<file path="config.mk">
export PLATFORM = sky130hd
export DESIGN_NAME = tl_bus_arbiter
export DESIGN_NICKNAME = d
export VERILOG_FILES = /design/src/rtl/tl_bus_arbiter_pkg.sv /design/src/rtl/tl_bus_arbiter_rr_priority_pick.sv /design/src/rtl/tl_bus_arbiter.sv
export SDC_FILE = /design/constraint.sdc
export NUM_CORES = 1
export LEC_CHECK = 0
export CAP_MARGIN = 40
export CORE_MARGIN = 3
export CORE_UTILIZATION = 44
export CTS_CLUSTER_SIZE = 28
export DETAILED_ROUTE_END_ITERATION = 6
export PLACE_DENSITY = 0.77
export SLEW_MARGIN = 20
export SYNTH_ARGS = -nofsm -noshare
export SYNTH_HDL_FRONTEND = slang
export SYNTH_SLANG_ARGS = --single-unit
</file>
<file path="constraint.sdc">
create_clock -name clock -period 1.9 [get_ports clock]
set_input_delay 0.475 -clock clock [delete_from_list [all_inputs] [get_ports clock]]
set_output_delay 0.475 -clock clock [all_outputs]
set_load 0.005 [all_outputs]
</file>
<file path="src/rtl/tl_bus_arbiter_pkg.sv">
// rtl/tl_bus_arbiter_pkg.sv - shared state encodings and sizing helpers for the bus arbiter
package tl_bus_arbiter_pkg;

    typedef logic [0:0] arb_state_t;

    localparam arb_state_t ST_IDLE   = 1'b0;
    localparam arb_state_t ST_LOCKED = 1'b1;

    // Beat counter must hold the value MAX_BEATS itself (saturation point).
    function automatic int beat_cnt_width(input int max_beats);
        return $clog2(max_beats) + 1;
    endfunction

endpackage

</file>
<file path="src/rtl/tl_bus_arbiter_rr_priority_pick.sv">
// rtl/tl_bus_arbiter_rr_priority_pick.sv - rotate-from-pointer first-one picker
module rr_priority_pick #(
    parameter int N  = 2,
    parameter int PW = $clog2(N)
) (
    input  logic [N-1:0]  req,
    input  logic [PW-1:0] ptr,
    output logic [N-1:0]  onehot,
    output logic [PW-1:0] idx
);

    logic found;
    int   j;

    // Scan from ptr upward, wrapping, and take the first asserted request.
    always_comb begin
        onehot = '0;
        idx    = '0;
        found  = 1'b0;
        j      = 0;
        for (int i = 0; i < N; i++) begin
            j = int'(ptr) + i;
            if (j >= N) begin
                j = j - N;
            end
            if (req[j] && !found) begin
                found     = 1'b1;
                onehot[j] = 1'b1;
                idx       = j[PW-1:0];
            end
        end
    end

endmodule

</file>
<file path="src/rtl/tl_bus_arbiter.sv">
// rtl/tl_bus_arbiter.sv - round-robin bus arbiter with burst lock and overrun flag
module tl_bus_arbiter
    import tl_bus_arbiter_pkg::*;
#(
    parameter  int N         = 2,
    parameter  int MAX_BEATS = 8,
    localparam int PW        = $clog2(N),
    localparam int BW        = beat_cnt_width(MAX_BEATS)
) (
    input  logic          clock,
    input  logic          reset,
    input  logic [N-1:0]  io_in_valid,
    input  logic [N-1:0]  io_in_last,
    output logic [N-1:0]  io_in_ready,
    input  logic          io_out_ready,
    output logic          io_out_valid,
    output logic [N-1:0]  io_choseOH,
    output logic          io_locked,
    output logic [BW-1:0] io_beat_cnt,
    output logic          io_err_overrun
);

    arb_state_t    state_q;
    logic [PW-1:0] rr_ptr_q;
    logic [N-1:0]  grant_q;
    logic [BW-1:0] beat_cnt_q;
    logic          err_q;

    logic [N-1:0]  pick_oh;
    logic [PW-1:0] pick_idx;
    logic [PW-1:0] locked_idx;
    logic [N-1:0]  grant;
    logic [PW-1:0] grant_idx;
    logic [PW-1:0] next_ptr;
    logic          fire;
    logic          last;

    rr_priority_pick #(
        .N  (N),
        .PW (PW)
    ) u_pick (
        .req    (io_in_valid),
        .ptr    (rr_ptr_q),
        .onehot (pick_oh),
        .idx    (pick_idx)
    );

    // Index of the frozen grant, used to advance the pointer at burst end.
    always_comb begin
        locked_idx = '0;
        for (int i = 0; i < N; i++) begin
            if (grant_q[i]) begin
                locked_idx = PW'(i);
            end
        end
    end

    // Live grant: picker result when idle, frozen grant during a burst; nothing while in reset.
    always_comb begin
        grant     = '0;
        grant_idx = '0;
        if (reset) begin
            if (state_q == ST_LOCKED) begin
                grant     = grant_q;
                grant_idx = locked_idx;
            end else begin
                grant     = pick_oh;
                grant_idx = pick_idx;
            end
        end
        next_ptr = (grant_idx == PW'(N - 1)) ? '0 : grant_idx + PW'(1);
    end

    assign io_choseOH     = grant;
    assign io_in_ready    = grant & {N{io_out_ready}};
    assign io_out_valid   = |(grant & io_in_valid);
    assign fire           = io_out_valid & io_out_ready;
    assign last           = |(grant & io_in_last);
    assign io_locked      = reset & (state_q == ST_LOCKED);
    assign io_beat_cnt    = beat_cnt_q;
    assign io_err_overrun = err_q;

    // Burst tracking: lock on a non-last fire, release and rotate on the last-beat fire.
    always_ff @(posedge clock) begin
        if (!reset) begin
            state_q    <= ST_IDLE;
            rr_ptr_q   <= '0;
            grant_q    <= '0;
            beat_cnt_q <= '0;
            err_q      <= 1'b0;
        end else if (fire) begin
            if (last) begin
                state_q    <= ST_IDLE;
                rr_ptr_q   <= next_ptr;
                grant_q    <= '0;
                beat_cnt_q <= '0;
            end else if (state_q == ST_IDLE) begin
                state_q    <= ST_LOCKED;
                grant_q    <= grant;
                beat_cnt_q <= BW'(1);
            end else begin
                if (beat_cnt_q != BW'(MAX_BEATS)) begin
                    beat_cnt_q <= beat_cnt_q + BW'(1);
                end
                // Grant stays held after an overrun; only the flag records it.
                if (beat_cnt_q == BW'(MAX_BEATS - 1)) begin
                    err_q <= 1'b1;
                end
            end
        end
    end

endmodule

</file>
**Word level (Yosys, flattened, before mapping)**

Index checks and enable logic that the tools add are counted.

- Bits in writable memories: 0
- ROM bits: 0
- Output and inout port bits: 11
- Logic and storage cells: 66
- Input bits: 7
- Register bits after elaboration: 9
- Bits in latches: 0
- Memories: 0

- Shift-type cells: 0
- Magnitude comparators: 6
- $mul: 0
- Add/sub/neg operators: 5
- Reductions and logical operators: 10
- Muxes and demuxes: 29
- Div/mod/pow operators: 0
- Equal/unequal tests: 4
- Bitwise gates (word level): 7

Operators with widths:

| operator | number |
|---|---|
| $ge A32 B1 Y1 const B | 2 |
| $lt A32 B3 Y1 const B | 2 |
| $mux W32 | 2 |
| $ge A32 B3 Y1 const B | 1 |
| $sub A32 B3 Y32 const B | 1 |
| $mux W1 | 16 |
| $mux W2 | 6 |
| $mux W4 | 3 |
| $and A2 B2 Y2 | 3 |
| $reduce_and A2 Y1 | 3 |
| $add A4 B1 Y4 const B | 1 |
| $eq A4 B3 Y1 const B | 1 |
| $ne A4 B4 Y1 const B | 1 |
| $reduce_and A4 Y1 | 1 |
| $reduce_or A2 Y1 | 2 |
| $logic_and A1 B1 Y1 | 3 |
| $ne A3 B1 Y1 const B | 1 |
| $sub A1 B2 Y3 const B | 1 |
| $add A1 B1 Y2 const B | 1 |
| $and A1 B1 Y1 | 2 |
| $demux W1 S1 | 2 |
| $ge A1 B2 Y1 const B | 1 |
| $ne A2 B1 Y1 const B | 1 |
| $or A2 B2 Y2 | 1 |
| 3 further kinds | 3 |

**Longest topological paths before layout**

- Depth after elaboration: 15
- Gate-level depth with buffers: 7
- Gate-level depth less buffers: 7

**Hierarchy**

From an unflattened synthesis, not the netlist that was laid out.

- Cells, all modules: 77
- Area, all modules: 654.4 um2

By module, submodules not included:

| module | cells each | times used | sequential area each (um2) | area each (um2) |
|---|---|---|---|---|
| tl_bus_arbiter | 73 | 1 | 180.2 | 624.3 |
| rr_priority_pick | 4 | 1 | 0.0 | 30.0 |

**Worst setup path after synthesis**

OpenSTA, ideal clock, no wires.

- Kind: input port to flip-flop
- From: input port io_in_valid[0]
- To: register beat_cnt_q[3], in the netlist io_beat_cnt[3]
- Cell stages on the path: 5
- Library setup time: 0.070 ns
- Path buffers: 0
- Arrival: 1.612 ns
- Data required time: 1.830 ns
- Slack: 0.218 ns
- Cells stage by stage: nor2b_1 a211oi_2 o21ai_2 or4_1 a21oi_1

- Longest elaborated chain between the ends: 13
- Elaborated cells on any way between the ends: 22
- Classes of those cells: eq/ne (1); mux (12); bitwise (4); reduce/logical (5)

RTL lines:

| what | RTL line | source |
|---|---|---|
| start: declaration | tl_bus_arbiter.sv:12 | `input logic [N-1:0] io_in_valid,` |
| $mux W1 (not written as such) (3 in a row) | tl_bus_arbiter_rr_priority_pick.sv:26 | `if (req[j] && !found) begin` |
| $mux W1 | tl_bus_arbiter_rr_priority_pick.sv:26 |  |
| $logic_not A1 Y1 | tl_bus_arbiter_rr_priority_pick.sv:26 |  |
| $logic_and A1 B1 Y1 | tl_bus_arbiter_rr_priority_pick.sv:26 |  |
| $mux W2 | tl_bus_arbiter_rr_priority_pick.sv:26 |  |
| $mux W2 | tl_bus_arbiter.sv:63 | `if (state_q == ST_LOCKED) begin` |
| $mux W2 | tl_bus_arbiter.sv:62 | `if (reset) begin` |
| $and A2 B2 Y2 (on tied branches) | tl_bus_arbiter.sv:78, tl_bus_arbiter.sv:76 |  |
| $reduce_or A2 Y1 (on tied branches) | tl_bus_arbiter.sv:78, tl_bus_arbiter.sv:76 |  |
| $ne A3 B1 Y1 (no source line) or $and A1 B1 Y1 (tied branches) | - |  |
| $reduce_and A2 Y1 (no source line) | - |  |
| end signal: assignment | tl_bus_arbiter.sv:103 | `beat_cnt_q <= beat_cnt_q + BW'(1);` |
| end: declaration | tl_bus_arbiter.sv:26 | `logic [BW-1:0] beat_cnt_q;` |

Several ways; a longest one is shown, not always the timed one. The select of a mux whose other input is x is not followed.
A chain may end at the register's enable or synchronous reset.

**Worst setup path in the final report**

- From: input port reset
- To: register beat_cnt_q[3], in the netlist io_beat_cnt[3]

- Longest elaborated chain between the ends: 5
- Elaborated cells on any way between the ends: 9
- Classes of those cells: eq/ne (1); mux (2); bitwise (3); reduce/logical (3)

RTL lines:

| what | RTL line | source |
|---|---|---|
| start: declaration | tl_bus_arbiter.sv:11 | `input logic reset,` |
| $mux W2 | tl_bus_arbiter.sv:62 |  |
| $and A2 B2 Y2 (on tied branches) | tl_bus_arbiter.sv:78, tl_bus_arbiter.sv:76 |  |
| $reduce_or A2 Y1 (on tied branches) | tl_bus_arbiter.sv:78, tl_bus_arbiter.sv:76 |  |
| $ne A3 B1 Y1 (no source line) or $and A1 B1 Y1 (tied branches) | - |  |
| $reduce_and A2 Y1 (no source line) | - |  |

Several ways; a longest one is shown, not always the timed one.

==> run_results.csv <==
group,metric,value,unit
die,die_w,42.6,um
routing,wire_per_inst,14.0,um
timing,fin_skew,0.00225,ns
timing,layout_setup_ws,0.0472,ns
routing,finalWirelength,1810,um
layout,areaGrowthSynthToFinish,65.5,%
cts,clock-sinks,9,
die,ioPinCount,18,
placement,preCtsSetupSlack,-0.635,ns
yosys,netlist_top_cells_area,"dfxtp_1, a31o_2, nand2_1",
cts,cts_tree,"done",
critical_path,worstPathArrival,2.05,ns
critical_path,cp-end-kind,"flop",
routing,ant_nets,0,
critical_path,r2r.worst_path.cells,6,
die,fp.dieH,42.6,um
critical_path,cp-start-kind,"input port",
pwr,clkPwrFrac,29.0,%
placement,place_area,926,um^2
job,maxCapViolations,0,
layout,fin_area,973,um^2
pwr,p_sw,143,uW
critical_path,r2r-end,"io_beat_cnt[3]$_SDFFE_PN0P_",
critical_path,startpoint,"reset",
yosys,ys_seq_elements,9,
cts,cts.htree.levels,1,
yosys,synth_area_leader_cell,"dfxtp_1",
critical_path,crit_type,"in2reg",
die,rows,12,
yosys,synthCells,73,
grt,antenna_found_initial,0,
yosys,ys_types,34,
yosys,ys.flop_type,"dfxtp_1",
worst_hold_path,min_from,"io_err_overrun$_SDFFE_PN0P_",
timing,min_period_over_period,97.5,%
yosys,synth_area_per_cell,8.06,um^2
timing,setup_viol_count_final,0,
cts,clockBufferDepth,2,
routing,route.detailed.drc,0,
timing,final-max-slew-violation-count,0,
yosys,synth_edf_count,0,
layout,nNetsFinal,125,
yosys,netlist_area,588,um^2
grt,grt_max_degree,13,
layout,post_route_cells_drive_above_1_share,39.1,%
yosys,async_flop_share,0,%
yosys,synthesis.nets,82,
timing,slew-limit-headroom,76.1,%
placement,hpwl,1370,um
pwr,power_frac_seq,40.7,%
pwr,p_leak,0.435,nW
pwr,power_frac_comb,30.4,%
die,start_util,49.6,%
cts,clkTransAtPathRegs,0.06,ns
timing,rsz0062_at_grt,"true",
routing,first_pass_iters,4,
critical_path,timing.rr.start,"state_q$_SDFFE_PN0P_",
routing,vias_per_cell,5.46,
cts,cts_made_buffers,3,
placement,numPortBuffers,17,
layout,final_cell_mix,"buf_4, clkdlybuf4s50_1, dfxtp_1",
layout,antenna_cells,0,
yosys,ys_seq_area_share,30.6,%
grt,grt_pass1_vias,676,
die,die_area,1810,um^2
critical_path,worstPathMaxFanout,12,
routing,vias,704,
pwr,internal_power,363,uW
worst_hold_path,hold_class,"reg2reg",
layout,layout_commonest_cell,"buf_4",
cts,cts-root-buf,"clkbuf_4",
worst_hold_path,hold_path_depth,1,
outcome,outcome,"complete, no violations",
placement,gp_congestion,0.872,
worst_hold_path,min_to,"io_err_overrun$_SDFFE_PN0P_",
yosys,yosysTopAreaCellShare,30.6,%
timing,clock.fmax,540,MHz
pwr,vdd_ir_drop_max,334,uV
pwr,swShare,28.2,%
timing,final.setup.tns,0,ns
timing,hold_viol,0,
timing,tightest_slew,0.349,ns
critical_path,r2r_slack,0.21,ns
yosys,ys_warn_count,0,
timing,fin_hold_ws,0.483,ns
grt,overflow,0,
pwr,powerDensity,520,nW/um^2
timing,finalWorstPathRequiredPeriod,1.85,ns
grt,grt_pass1_wl,3060,um
cts,clock_latency,0.26,ns
routing,drt_iter0_markers,32,
critical_path,required,2.10,ns
die,core_area,1190,um^2
grt,grt_usage,22.7,%
## critical path, cell delays in order
cell             delay, ns
clkdlybuf4s15_2       0.20
buf_4                 0.14
buf_6                 0.14
inv_1                 0.10
buf_4                 0.12
o21ai_1               0.09
buf_4                 0.17
or4_1                 0.47
a21oi_1               0.14
## state kept, by name (all words and copies together) (netlist names)
register        count
io_beat_cnt         4
state_q             1
grant_q             2
rr_ptr_q            1
io_err_overrun      1
## kinds of logic (layout without fill, tap and decap cells)
kind of cell | Yosys count | count (layout) | share of synthesized area, %
compound gates | 22 | 22 | 28.7
fa+ha+maj | 2 | 2 | 4.25
buf+inv | 8 | 50 | 6.38
flops | 9 | 9 | 30.6
mux | 2 | 2 | 3.40
simple gates | 30 | 30 | 26.6
## worst max path at each step
| stage | end | slack [ns] | depth (start not counted) |
|---|---|---|---|
| floorplan | io_beat_cnt[3]$_SDFFE_PN0P_ | 0.22 | 5 |
| global placement | io_in_ready[0] | -0.62 | 6 |
| detailed placement | io_out_valid | -0.63 | 5 |
| CTS | io_in_ready[0] | -0.02 | 5 |
| global route | io_choseOH[1] | -0.01 | 6 |
| finish | io_beat_cnt[3]$_SDFFE_PN0P_ | 0.05 | 9 |
## power groups by stage
stage / clock [mW] / sequential, mW / combinational [mW]
3_3_place_gp: 0 / 0.209 / 0.144
2_1_floorplan: 0 / 0.206 / 0.0618
4_1_cts: 0.158 / 0.206 / 0.153
6_report: 0.147 / 0.206 / 0.154
5_1_grt: 0.163 / 0.207 / 0.166
3_5_place_dp: 0 / 0.210 / 0.148
## area by class of cell
| cell class | count | area [um^2] |
|---|---|---|
| multi-input combinational | 56 | 394 |
| fill | 83 | 213 |
| sequential | 9 | 188 |
| timing repair buffer | 40 | 325 |
| clock buffer | 4 | 26.3 |
| inverter | 6 | 22.5 |
| tap | 14 | 17.5 |
## through the flow
| step | utilization (%) | cells | power (mW) |
|---|---|---|---|
| after floorplan | - | 73 | 0.267 |
| after global placement | 78.1 | 124 | 0.353 |
| after detailed placement | 78.1 | 124 | 0.358 |
| after CTS | 83.1 | 129 | 0.517 |
| after global routing | 82.1 | 129 | 0.536 |
| final | 82.1 | 129 | 0.506 |
## Yosys cell counts (2+ instances only)
| library cell | instances |
|---|---|
| and3_1 | 2 |
| dfxtp_1 | 9 |
| nor2b_1 | 3 |
| nand2_1 | 8 |
| a21oi_1 | 2 |
| nand3_1 | 3 |
| nor4_1 | 2 |
| ha_1 | 2 |
| a31o_2 | 4 |
| mux2i_1 | 2 |
| o21ai_0 | 4 |
| inv_1 | 6 |
| nor2_1 | 4 |
| nand2b_1 | 2 |
## routing by layer
metal / routed length, um / vias up / track usage (%)
li1: - / 355 / -
met1: 760 / 319 / 27.9
met2: 921 / 27 / 35.6
met3: 112 / 3 / 8.15
met4: 16 / 0 / 9.32
met5: 0 / - / 0
## what timing repair did
item,in CTS,in global routing
pin swaps,2,2
hold buffers,0,0
endpoints found under the setup margin,12,5
buffers inserted,2,0
cloned,0,0
gates resized for setup,33,7
Power figures use the tool's default switching activity.
